**config.mk**
```make
export PLATFORM = sky130hd
export DESIGN_NAME = pipe_skid_stage
export DESIGN_NICKNAME = d
export VERILOG_FILES = /design/src/rtl/pipe_pkg.sv /design/src/rtl/pipe_skid_stage.sv
export SDC_FILE = /design/constraint.sdc
export NUM_CORES = 1
export LEC_CHECK = 0
export CAP_MARGIN = 25
export CORE_MARGIN = 5
export CORE_UTILIZATION = 40
export CTS_CLUSTER_DIAMETER = 50
export DETAILED_ROUTE_END_ITERATION = 7
export PLACE_DENSITY_LB_ADDON = 0.08
export SYNTH_ARGS = -nofsm -noshare
export SYNTH_HDL_FRONTEND = slang
export SYNTH_SLANG_ARGS = --single-unit
```
**constraint.sdc**
```tcl
create_clock -name clk_i -period 2.8 [get_ports clk_i]
set_input_delay 0.28 -clock clk_i [delete_from_list [all_inputs] [get_ports clk_i]]
set_output_delay 0.28 -clock clk_i [all_outputs]
set_load 0.005 [all_outputs]
```
**src/rtl/pipe_pkg.sv**
```systemverilog
// Shared pipeline definitions: skid-stage state encoding and control-bundle
// field positions used by the stages that pack/unpack the opaque bundle.
package pipe_pkg;

    typedef enum logic [1:0] {
        S_EMPTY = 2'd0,
        S_FULL  = 2'd1,
        S_SKID  = 2'd2
    } skid_state_t;

    // Control bundle bit positions (bundle is opaque to the skid stage itself)
    localparam int unsigned CTRL_REGWRITE  = 0;
    localparam int unsigned CTRL_MEMTOREG  = 1;
    localparam int unsigned CTRL_MEMREAD   = 2;
    localparam int unsigned CTRL_MEMWRITE  = 3;
    localparam int unsigned CTRL_ALUOP     = 4;
    localparam int unsigned CTRL_ALUSRC    = 5;
    localparam int unsigned CTRL_BRANCH    = 6;
    localparam int unsigned CTRL_PREDTAKEN = 7;
    localparam int unsigned CTRL_PACKED_W  = 8;

    // Beats held for a given state; the unused encoding reads as empty.
    function automatic logic [1:0] state_count(input skid_state_t s);
        case (s)
            S_FULL:  state_count = 2'd1;
            S_SKID:  state_count = 2'd2;
            default: state_count = 2'd0;
        endcase
    endfunction

endpackage

```
**src/rtl/pipe_skid_stage.sv**
```systemverilog
// Pipeline stage register with one-entry skid buffer, registered ready and
// synchronous flush-as-bubble.
module pipe_skid_stage
    import pipe_pkg::*;
#(
    parameter int unsigned CTRL_W     = 8,
    parameter int unsigned DATA_W     = 128,
    parameter bit          FLUSH_DATA = 1'b1
) (
    input  logic              clk_i,
    input  logic              rst_i,
    input  logic              flush_i,
    input  logic              valid_i,
    output logic              ready_o,
    input  logic [CTRL_W-1:0] ctrl_i,
    input  logic [DATA_W-1:0] data_i,
    output logic              valid_o,
    input  logic              ready_i,
    output logic [CTRL_W-1:0] ctrl_o,
    output logic [DATA_W-1:0] data_o,
    output logic [1:0]        count_o
);

    skid_state_t       state;
    skid_state_t       state_nxt;
    logic [CTRL_W-1:0] main_ctrl;
    logic [CTRL_W-1:0] skid_ctrl;
    logic [DATA_W-1:0] main_data;
    logic [DATA_W-1:0] skid_data;
    logic              accept;
    logic              emit;
    logic              load_main_in;
    logic              load_main_skid;
    logic              load_skid;

    // Handshake outputs decode the state register only
    assign ready_o = (state != S_SKID);
    assign valid_o = (state == S_FULL) || (state == S_SKID);
    assign ctrl_o  = valid_o ? main_ctrl : '0;
    assign data_o  = main_data;
    assign count_o = state_count(state);

    assign accept = valid_i & ready_o;
    assign emit   = valid_o & ready_i;

    always_comb begin
        state_nxt      = state;
        load_main_in   = 1'b0;
        load_main_skid = 1'b0;
        load_skid      = 1'b0;
        case (state)
            S_FULL: begin
                if (accept && emit) begin
                    load_main_in = 1'b1;
                end else if (accept) begin
                    load_skid = 1'b1;
                    state_nxt = S_SKID;
                end else if (emit) begin
                    state_nxt = S_EMPTY;
                end
            end
            S_SKID: begin
                if (emit) begin
                    load_main_skid = 1'b1;
                    state_nxt      = S_FULL;
                end
            end
            default: begin
                // Also recovers the unused encoding back to empty
                if (accept) begin
                    load_main_in = 1'b1;
                    state_nxt    = S_FULL;
                end else begin
                    state_nxt = S_EMPTY;
                end
            end
        endcase
    end

    always_ff @(posedge clk_i) begin
        if (rst_i) begin
            state     <= S_EMPTY;
            main_ctrl <= '0;
            skid_ctrl <= '0;
            main_data <= '0;
            skid_data <= '0;
        end else if (flush_i) begin
            state     <= S_EMPTY;
            main_ctrl <= '0;
            skid_ctrl <= '0;
            if (FLUSH_DATA) begin
                main_data <= '0;
                skid_data <= '0;
            end
        end else begin
            state <= state_nxt;
            if (load_main_in) begin
                main_ctrl <= ctrl_i;
                main_data <= data_i;
            end else if (load_main_skid) begin
                main_ctrl <= skid_ctrl;
                main_data <= skid_data;
            end
            if (load_skid) begin
                skid_ctrl <= ctrl_i;
                skid_data <= data_i;
            end
        end
    end

endmodule

```
Yosys cells after proc, flatten, opt, wreduce, memory -nomap -nowiden
Index checks and enable logic that the tools add are counted.
- bits of input ports: 141
- bits in registers: 274
- word-level logic and storage cells: 37
- output and inout port bits: 140
- eq/ne operators: 6
- reductions and logical operators: 5
- bitwise logic cells: 2
- mux-type cells: 19
- operators with widths (operator ; number):
    2-to-1 mux 128 bit ; 2
    2-to-1 mux 8 bit ; 3
    2-to-1 mux 2 bit ; 4
    case mux 2 bit (2 select lines) ; 2
    2-to-1 mux 1 bit ; 7
    != test 2 bit, second input constant ; 3
    != test 3 bit, second input constant ; 1
    AND reduction 3 bit ; 1
    bitwise AND 1 bit ; 2
    == test 2 x 1 -> 1 bit, second input constant ; 1
    == test 2 bit, second input constant ; 1
    case mux 1 bit (2 select lines) ; 1
    nonzero test 2 bit ; 1
    OR reduction 2 bit ; 1
    logical AND 1 bit ; 1
    logical OR 1 bit ; 1

Depth between registers and ports, before layout
Gate-level depths: netlist (run 1).
- depth after elaboration: 7
- mapped depth: 9
- mapped depth without buffers: 6

Worst setup path before layout (run 1)
OpenSTA, ideal clock, no wires.
- path kind: register to register
- start: register state[0]
- end: register skid_data[100]
- cell stages (with the launch flop): 10
- setup time: 0.132 ns
- buffers on the path: 3
- required time: 2.668 ns
- slack: 1.022 ns
- arrival time: 1.646 ns
- clock period less this slack: 1.778 ns
- cell sequence: dfxtp_1 -> inv_1 -> ha_1 -> nor2b_4 -> or3_1 -> buf_2 -> buf_6 -> buf_6 -> nand2_1 -> a21oi_1
- word-level cells in the longest chain between the ends: 6
- elaborated cells on any way between the ends: 10
- those cells by class: eq/ne (3); mux (3); bitwise (2); reduce/logical (2)
- RTL lines (what ; RTL line ; text):
    start: declaration ; pipe_skid_stage.sv:24 ; skid_state_t state;
    start signal: assignment ; pipe_skid_stage.sv:96 ; state <= state_nxt;
    == test 2 x 1 -> 1 bit or == test 2 bit (tied branches) ; pipe_skid_stage.sv:38, pipe_skid_stage.sv:51 ;
    logical OR 1 bit ; pipe_skid_stage.sv:38 ; assign valid_o = (state == S_FULL) || (state == S_SKID);
    bitwise AND 1 bit ; pipe_skid_stage.sv:44 ; assign emit = valid_o & ready_i;
    logical AND 1 bit ; pipe_skid_stage.sv:53 ; if (accept && emit) begin
    2-to-1 mux 1 bit ; pipe_skid_stage.sv:53 ;
    2-to-1 mux 1 bit (*) ; pipe_skid_stage.sv:51 ; case (state)
    end signal: assignment ; pipe_skid_stage.sv:106 ; skid_data <= data_i;
    end: declaration ; pipe_skid_stage.sv:29 ; logic [DATA_W-1:0] skid_data;
Mark *: on every way between the ends. The rest lies on a longest branch, timed or not.
A chain may end at the register's enable or synchronous reset.

Worst setup path after layout (run 1)
- start: register state[0]
- end: output ready_o
- word-level cells in the longest chain between the ends: 1
- RTL lines (what ; RTL line ; text):
    != test 2 bit ; pipe_skid_stage.sv:37 ; assign ready_o = (state != S_SKID);
    end: declaration ; pipe_skid_stage.sv:14 ; output logic ready_o,
Every way passes these cells.

==> results.md, run 1 <==
- Sink Count: between 200 and 300
- I/O Pins: between 200 and 300
- CP delay by family, top: buffers and inverters
- Fin crit period: approximately 2.4 ns
- Final hold vios: 0
- Die width: roughly 180 um
- Slowest stage delay, CP: roughly 0.55 ns
- Fin cells: roughly 2000
- Syn Nets: 1544
- Syn avg cell area: roughly 7.9 um2
- Buffers & Inverters on Critical Path: 3
- Vias in the first global route: 10100
- Pin count of the biggest net entering global routing: between 100 and 150
- Resized cells post-CTS: 0
- Core area: 27000 um2
- Leak: about 5.0 nW
- Die area: approximately 31000 um2
- Post-CTS setup repair buffer count: 0
- Fin Setup TNS: 0 ns
- Worst Path Required: approximately 2.5 ns
- Pre-antenna DRT Iters: 5
- Via count: 10700
- Headroom to the max-slew limit: between 20% and 30%
- Hold Crit Class: input pin to flip-flop
- Xor and xnor area share after synthesis: less than 1%
- GP Congestion: ~0.75
- Share of layout cells above drive strength 1: 6.04%
- Maximum VDD drop: just over 0.4 mV
- Critical Path Start Type: flip-flop
- Final Max Slew Viols: 0
- Routed len/inst: 17.3 um
- Post-layout instance area: 15200 um2
- IO Port Bufs: 280
- RSZ-0062 raised after global routing: no
- Mapped Cells: approximately 1400
- Top-area cell type share of the netlist area: between 40 and 50%
- Placed inst area: roughly 14000 um2
- 1st-iter DRT viols: between 900 and 1000
- Area grow syn2layout: 38.6%
- Worst-path maximum fanout: 38
- CTS tree: built
- Root Buffer: clkbuf_16
- MaxCap Viol Count: 0
- Die height: 176 um
- N_diodes: 0
- CTS Hold Bufs: 0
- Worst-Margin Slew: about 1.1 ns
- Clk_lat worst skew: 0.51 ns
- Commonest non-fill, non-tap cell in the layout: nand2_1
- Vias per inst: approximately 5.4
- CP Cell Sequence: inv_1 > ha_4 > inv_1 > clkdlybuf4s50_1
- Maximum clock path buffer count: 3
- Initial antenna violation count: 2
- Setup Skew: approximately 0.012 ns
- Clock-pin slew on the worst setup and hold paths: ~0.060 ns
- Status: finished, final reports clean
- Gr usage total: a little over a fifth
- Effective utilization at floorplan: 40.7%
- Area contributors post-synth: dfxtp_1 (50%), nand2_1 (14%), a311oi_1 (11%)
- Most Frequent Cell on Critical Path: inv_1
- Inserted Clock Buffers: 38
- Post-route ant nets: 0
- Post-DP HPWL: just over 20000 um
- H-tree levels: 2
- CP arrival: 2.09 ns
- Final setup viols: 0
- Setup WS post-layout: approximately 0.43 ns
- Worst slack, placed: 0.620 ns
- Yosys top cell by area: dfxtp_1
- Crit path kind: flip-flop to primary output
- Leading cell types in the layout, fill and taps excluded: nand2_1 (410), clkdlybuf4s50_1 (279), dfxtp_1 (274)
- Placed cells: about 1900
- Residual DRC count: 0
- YS warnings: 0
- Gr ovfl total: 0
- Compound-Gate Fraction of Synth Area: between 15 and 20%
- Critical Path Slowest Stage Cell: clkdlybuf4s50_1
- Crit share post-route: between 80% and 90%
- Cell Area, Synth: ~11000 um2
- Cell area power density: approximately 640 nW/um2
- Multiplexer share of the synthesized area: 0%
- Register area share after synthesis: between 40% and 50%
- Routed wire length: ~34000 um
- Adder-cell share of the synthesized area: less than 1%
- First-pass GRT wire length: 54200 um
- Crit. End Element: primary output
- Final hold slack: around 0.23 ns
- Post-synth cell types: 26
- Nets@finish: between 1500 and 2000
- Dominant combinational cell family by area after synthesis: simple AND/OR/NAND/NOR gates
- Post-Synth Simple-Gate Area: roughly a quarter
- FP Rows: 60
- Achievable Freq: 422 MHz
- Synth Register Bits: ~270
[cell usage after synthesis]
library cell and number:
nand2_1 412, dfxtp_1 274, nor2_1 139, nand3_1 137, a21oi_1 136, a311oi_1 136
clkbuf_1 74, buf_2 44, buf_6 13, nor2b_1 9, buf_4 7, inv_1 4
a31oi_1 2, ha_1 2, a211o_1 1, a21o_1 1, a22oi_1 1, nand2b_1 1
nand4_1 1, nor2b_4 1, nor3_1 1, o21a_1 1, o21ai_0 1, or2_2 1
or3_1 1, xnor2_1 1
[layout make-up]
type	count	area [um2]
clock inverters	18	185
repair buffers	305	3150
fillers	2480	11800
clock buffers	52	1140
flip-flops and latches	274	5490
inverters	4	15.0
multi-input cells	985	4850
well taps	341	427
[where the power goes]
| group | switching [W] | total [W] | internal, W |
|---|---|---|---|
| Combinational | 0.000428 | 0.000871 | 0.000443 |
| Clock | 0.00182 | 0.00488 | 0.00306 |
| Sequential | 0.0000612 | 0.00407 | 0.00401 |
| Total | 0.00231 | 0.00982 | 0.00751 |
[state kept, by name (all words and copies together), names as in the netlist]
signal and flops:
data_o 128, state 2, skid_data 128, skid_ctrl 8, main_ctrl 8
[kinds of logic (layout without fill, tap and decap cells)]
logic type,after synthesis,after routing
XOR/XNOR,1,1
adder cells (fa/ha/maj),2,2
AO/OA/AOI/OAI,279,279
AND/OR/NAND/NOR,703,703
flip-flops,274,274
buffers and inverters,142,379
[worst reg2reg max path, cell delays in order (launching register included)]
cell,delay (ns)
dfxtp_1,0.33
inv_1,0.10
ha_4,0.46
nor2b_1,0.22
nand2_4,0.15
buf_12,0.39
nor2_1,0.17
a311oi_1,0.25
[per-layer routing]
metal,vias to the layer above,track usage [%],wire (um)
li1,5230,-,-
met1,5055,29.1,15100
met2,401,32.7,15700
met3,54,5.12,2700
met4,4,5.62,700
met5,-,0,19
[metrics by stage]
stage | utilization (%) | total power [W]
after global placement | 51.5 | 0.00502
after CTS | 56.4 | 0.00992
final | 56.4 | 0.00982
after detailed placement | 51.5 | 0.00502
after floorplan | - | 0.00451
after global routing | 56.4 | 0.0102
[path summary, 6_finish.rpt]
check	from	to	slack, ns	cells past startpoint
max	state[0]	ready_o	0.43	4
min reg2reg	skid_data[96]	skid_data[96]	0.45	2
min	ready_i	data_o[82]	0.23	3
max reg2reg	state[0]	data_o[59]	0.64	7
(Power assumes the default switching activity.)
==> run 2: changes to the inputs <==
==> constraint.sdc (replaced) <==
create_clock -name clk_i -period 2.3 [get_ports clk_i]
set_input_delay 0.23 -clock clk_i [delete_from_list [all_inputs] [get_ports clk_i]]
set_output_delay 0.23 -clock clk_i [all_outputs]
set_load 0.005 [all_outputs]
==> results.md, run 2 (synthesis results as in run 1) <==
- Status: finished, final reports clean
- Post-layout instance area: 15100 um2 (-1.0%)
- Maximum clock path buffer count: 3 (unchanged)
- Share of layout cells above drive strength 1: 5.52% (-0.52 points)
- Die width: 176 um (unchanged)
- Slowest stage delay, CP: 0.55 ns (about the same)
- Pre-antenna DRT Iters: 7 (+2)
- Crit share post-route: 99.1%
- Initial antenna violation count: 5 (+3)
- Gr ovfl total: 0 (unchanged)
- Leading cell types in the layout, fill and taps excluded: nand2_1 (410), clkdlybuf4s50_1 (276), dfxtp_1 (274)
- CP arrival: 2.05 ns (-0.04 ns)
- Achievable Freq: 439 MHz
- CTS tree: built
- Worst Path Required: 2.07 ns (-0.45 ns)
- I/O Pins: 281 (unchanged)
- Sink Count: 274 (unchanged)
- Nets@finish: 1749 (-0.11%)
- Pin count of the biggest net entering global routing: 137 (+17%)
- Residual DRC count: 0 (unchanged)
- Crit. End Element: primary output
- Reg2Reg Capture Point: skid_data[67]
- 1st-iter DRT viols: 784 (-17%)
- Critical Path Start Type: flip-flop
- Final setup viols: 0 (unchanged)
- Final hold vios: 0 (unchanged)
- H-tree levels: 2 (unchanged)
- Commonest non-fill, non-tap cell in the layout: nand2_1
- Core area: 27000 um2 (unchanged)
- Routed len/inst: 17.0 um (-1.6%)
- FP Rows: 60 (unchanged)
- Root Buffer: clkbuf_16
- HP Start: ready_i
- Hold depth: 3 (unchanged)
- Area grow syn2layout: 37.1%
- Leak: 4.96 nW (about the same)
- Hold EP: data_o[125]
- Worst-Margin Slew: 0.744 ns (-0.350 ns)
- Setup Skew: 0.00908 ns (-0.00284 ns)
- Gr usage total: 20.8% (-0.19 points)
- Reg2reg path depth: 7 (unchanged)
- Fin crit period: around 2.3 ns
- Core Util, Final: 55.8% (-0.58 points)
- Via count: 10500 (-2.5%)
- MaxCap Viol Count: 0 (unchanged)
- CTS Hold Bufs: 0 (unchanged)
- Placed cells: 1910 (+0.052%)
- Vias per inst: 5.31 (-2.2%)
- Critical Path Slowest Stage Cell: clkdlybuf4s50_1
- Vias in the first global route: 10000 (-0.63%)
- Post-DP HPWL: 20000 um (-2.3%)
- Final Max Slew Viols: 0 (unchanged)
- # fillers: 2510 (+1.2%)
- Clock-pin slew on the worst setup and hold paths: 0.06 ns (about the same)
- Hold Crit Class: input pin to flip-flop
- GP Congestion: 0.760 (+1.3%)
- Worst-path maximum fanout: 14 (-63%)
- Routed wire length: 33500 um (-1.9%)
- Post-route ant nets: 0 (unchanged)
- Placed inst area: 13900 um2 (about the same)
- Die height: 176 um (unchanged)
- CP Cell Sequence: inv_1 > ha_4 > nor2b_1 > clkdlybuf4s50_1
- First-pass GRT wire length: 53600 um (-1.0%)
- Inserted Clock Buffers: 35 (-7.9%)
- Worst r2r src: state[0]
- Die area: 30900 um2 (unchanged)
- Effective utilization at floorplan: 40.7% (unchanged)
- Maximum VDD drop: 0.441 mV (+6.6%)
- Headroom to the max-slew limit: 50.4% (+23 points)
- Setup slack, reg-to-reg: 0.23 ns (-0.41 ns)
- Crit path kind: flip-flop to primary output
- Pwr Total: 0.0113 W (+15%)
- Clk_lat worst skew: 0.50 ns (about the same)
- RSZ-0062 raised after global routing: yes
- Fin cells: 1973 (-0.30%)
- Final hold slack: 0.200 ns (-0.0349 ns)
- Cell area power density: 751 nW/um2 (+17%)
- IO Port Bufs: 280 (unchanged)
==> run 2: how the worst max path moves through the flow <==
stage                  start  depth (start not counted)             end
floorplan           state[0]                          9  skid_data[100]
global placement     valid_i                          5     data_o[104]
detailed placement   valid_i                          5    main_ctrl[4]
CTS                 state[0]                          4       ctrl_o[0]
global route        state[0]                          4       ctrl_o[0]
finish              state[0]                          4       ctrl_o[0]
==> run 2: power breakdown <==
group / total (W) / switching [W] / internal (W)
Clock: 0.00532 / 0.00202 / 0.00330
Sequential: 0.00495 / 0.0000703 / 0.00488
Combinational: 0.00106 / 0.000517 / 0.000546
==> run 2: repair_timing <==
item / 4_1_cts / 5_1_grt
gates resized for setup: 0 / 3
buffers inserted: 0 / 0
setup endpoints to repair: 0 / 8
==> run 2: final cells by class <==
class / count / area (um2) / share of cell area [%]
multi-input combinational: 985 / 4850 / 32.1
clock buffer: 50 / 1050 / 6.99
antenna: 2 / 5.00 / 0.0332
sequential: 274 / 5490 / 36.3
inverter: 4 / 15.0 / 0.0995
tap: 341 / 427 / 2.83
clock inverter: 11 / 90.1 / 0.597
timing repair buffer: 306 / 3170 / 21.0
==> run 2: critical path: cells and delay by family, from the launching register on <==
family,cells,cell delay [ns]
buf+inv,2,0.64
flops,1,0.36
fa+ha+maj,1,0.31
simple gates,1,0.24
==> run 2: per-stage QoR <==
step	TNS, ns	setup slack, ns
after floorplan	0	0.522
after global placement	0	0.374
after detailed placement	0	0.271
after CTS	0	0.0200
after global routing	-0.235	-0.0572
final	0	0.0210
==> run 2: routing by layer <==
metal,share of wire (%),GRT usage (%),vias up
met1,44,27.4,4879
met5,0.093,0,-
met2,46,33.4,321
met3,7.8,5.83,47
li1,-,-,5223
met4,1.8,6.04,6
==> run 3: changes to the inputs <==
--- a/config.mk
+++ b/config.mk
@@ -10,7 +10,7 @@
 export CORE_UTILIZATION = 40
 export CTS_CLUSTER_DIAMETER = 50
 export DETAILED_ROUTE_END_ITERATION = 7
-export PLACE_DENSITY_LB_ADDON = 0.08
+export PLACE_DENSITY = 0.66
 export SYNTH_ARGS = -nofsm -noshare
 export SYNTH_HDL_FRONTEND = slang
 export SYNTH_SLANG_ARGS = --single-unit
==> results.md, run 3 (synthesis results as in run 1) <==
- CTS tree: built
- Met3 Use GR: 5.57% (-0.26 points)
- Status: finished, final reports clean
- Worst slack, placed: 0.314 ns (+0.0429 ns)
- Post-layout instance area: 15200 um2 (+0.93%)
- Cell area power density: 774 nW/um2 (+3.0%)
- Clk_lat worst skew: 0.50 ns (about the same)
- Crit path kind: flip-flop to primary output
- Hold EP: main_ctrl[2]
- Via count: 10700 (+2.1%)
- GP Congestion: 0.777 (+2.3%)
- Final hold slack: 0.119 ns (-0.0806 ns)
- Crit. End Element: primary output
- Leading cell types in the layout, fill and taps excluded: nand2_1 (410), clkdlybuf4s50_1 (277), dfxtp_1 (274)
- Post-route ant nets: 0 (unchanged)
- Hold depth: 3 (unchanged)
- Post-CTS setup repair buffer count: 0 (unchanged)
- Gr busiest metal: met2
- Headroom to the max-slew limit: 57.7% (+7.3 points)
- Fin Setup TNS: 0 ns (unchanged)
- Setup WS post-layout: 0.0932 ns (+0.0722 ns)
- Initial antenna violation count: 1 (-4)
- Nets@finish: 1748 (-0.057%)
- Met1 usage: 28.3% (+0.94 points)
- Placed inst area: 14000 um2 (+0.36%)
- Area grow syn2layout: 38.4%
- Inserted Clock Buffers: 34 (-2.9%)
- Fin crit period: 2.21 ns (-0.0722 ns)
- H-tree levels: 2 (unchanged)
- IO Port Bufs: 280 (unchanged)
- Worst-path maximum fanout: 14 (unchanged)
- Setup Skew: 0.0181 ns (+0.00898 ns)
- Hold Crit Class: input pin to flip-flop
- Routing usage on met2: 33.8% (+0.43 points)
- Resized cells post-CTS: 0 (unchanged)
- Effective utilization at floorplan: 40.7% (unchanged)
- CP arrival: 1.98 ns (-0.07 ns)
- Reg2reg path depth: 7 (unchanged)
- Final Max Slew Viols: 0 (unchanged)
- Share of layout cells above drive strength 1: 5.52% (unchanged)
- Achievable Freq: 453 MHz (+3.3%)
- Routed len/inst: 17.2 um (+1.6%)
- Reg2Reg Capture Point: skid_data[116]
- Vias in the first global route: 10100 (+0.93%)
- First-pass GRT wire length: 54800 um (+2.1%)
- Critical Path Start Type: flip-flop
- Worst r2r src: state[0]
- Post-DP HPWL: 20800 um (+4.0%)
- Gr usage total: 21.1% (+0.38 points)
- Routed wire length: 34000 um (+1.5%)
- Core area: 27000 um2 (unchanged)
- Die area: 30900 um2 (unchanged)
- Vias per inst: 5.43 (+2.2%)
- N_diodes: 0 (-2)
- Leak: 5.01 nW (+0.94%)
- Final setup viols: 0 (unchanged)
- Final hold vios: 0 (unchanged)
- Sink Count: 274 (unchanged)
- Worst-Margin Slew: 0.635 ns (-0.109 ns)
- CTS Hold Bufs: 0 (unchanged)
- Crit share post-route: 95.9% (-3.1 points)
- Worst Path Required: 2.07 ns (about the same)
- Pin count of the biggest net entering global routing: 105 (-23%)
- Clock-pin slew on the worst setup and hold paths: 0.06 ns (about the same)
- 1st-iter DRT viols: 900 (+15%)
- RSZ-0062 raised after global routing: no
- Die width: 176 um (unchanged)
- Gr ovfl total: 0 (unchanged)
- Commonest non-fill, non-tap cell in the layout: nand2_1
- Root Buffer: clkbuf_16
- Residual DRC count: 0 (unchanged)
- I/O Pins: 281 (unchanged)
- Die height: 176 um (unchanged)
- Maximum VDD drop: 0.424 mV (-3.9%)
- Pre-antenna DRT Iters: 5 (-2)
- FP Rows: 60 (unchanged)
- MaxCap Viol Count: 0 (unchanged)
- Maximum clock path buffer count: 3 (unchanged)
- Setup slack, reg-to-reg: 0.31 ns (+0.08 ns)
- HP Start: ready_i
[run 3: layer usage]
metal	share of wire, %	wire length (um)
met1	43	14700
met2	47	16000
met3	7.2	2450
met4	2.5	847
met5	0.038	13
[run 3: power breakdown]
part	internal, W	switching (W)
logic	0.000548	0.000520
clock network	0.00372	0.00204
registers	0.00488	0.0000754
total	0.00915	0.00264
[run 3: critical path, stage by stage (launching register included)]
cell and delay [ns]:
dfxtp_1 0.38, inv_1 0.09, ha_4 0.32, nor2b_1 0.13, clkdlybuf4s50_1 0.57
[run 3: area by class of cell]
type	instances	area (um2)
clock buffers	49	1040
well taps	341	427
inverters	4	15.0
repair buffers	306	3210
fillers	2411	11800
multi-input cells	985	4850
flip-flops and latches	274	5490
clock inverters	12	201
[run 3: how the worst max path moves through the flow]
stage | startpoint | to | slack [ns] | cells after the start
after floorplan | state[0] | skid_data[100] | 0.52 | 9
after global placement | state[0] | skid_data[108] | 0.35 | 7
after detailed placement | state[0] | skid_data[64] | 0.31 | 7
after CTS | state[0] | ctrl_o[7] | 0.007 | 4
after global routing | state[0] | ctrl_o[6] | 0.003 | 4
final | state[0] | ctrl_o[0] | 0.09 | 4
[run 3: per-stage QoR]
step                      util [%]  total power (W)  cells
after floorplan                  -          0.00549   1401
after global placement        51.7          0.00612   1910
after detailed placement      51.7          0.00612   1910
after CTS                     56.3           0.0119   1971
after global routing          56.4           0.0122   1971
final                         56.4           0.0118   1971
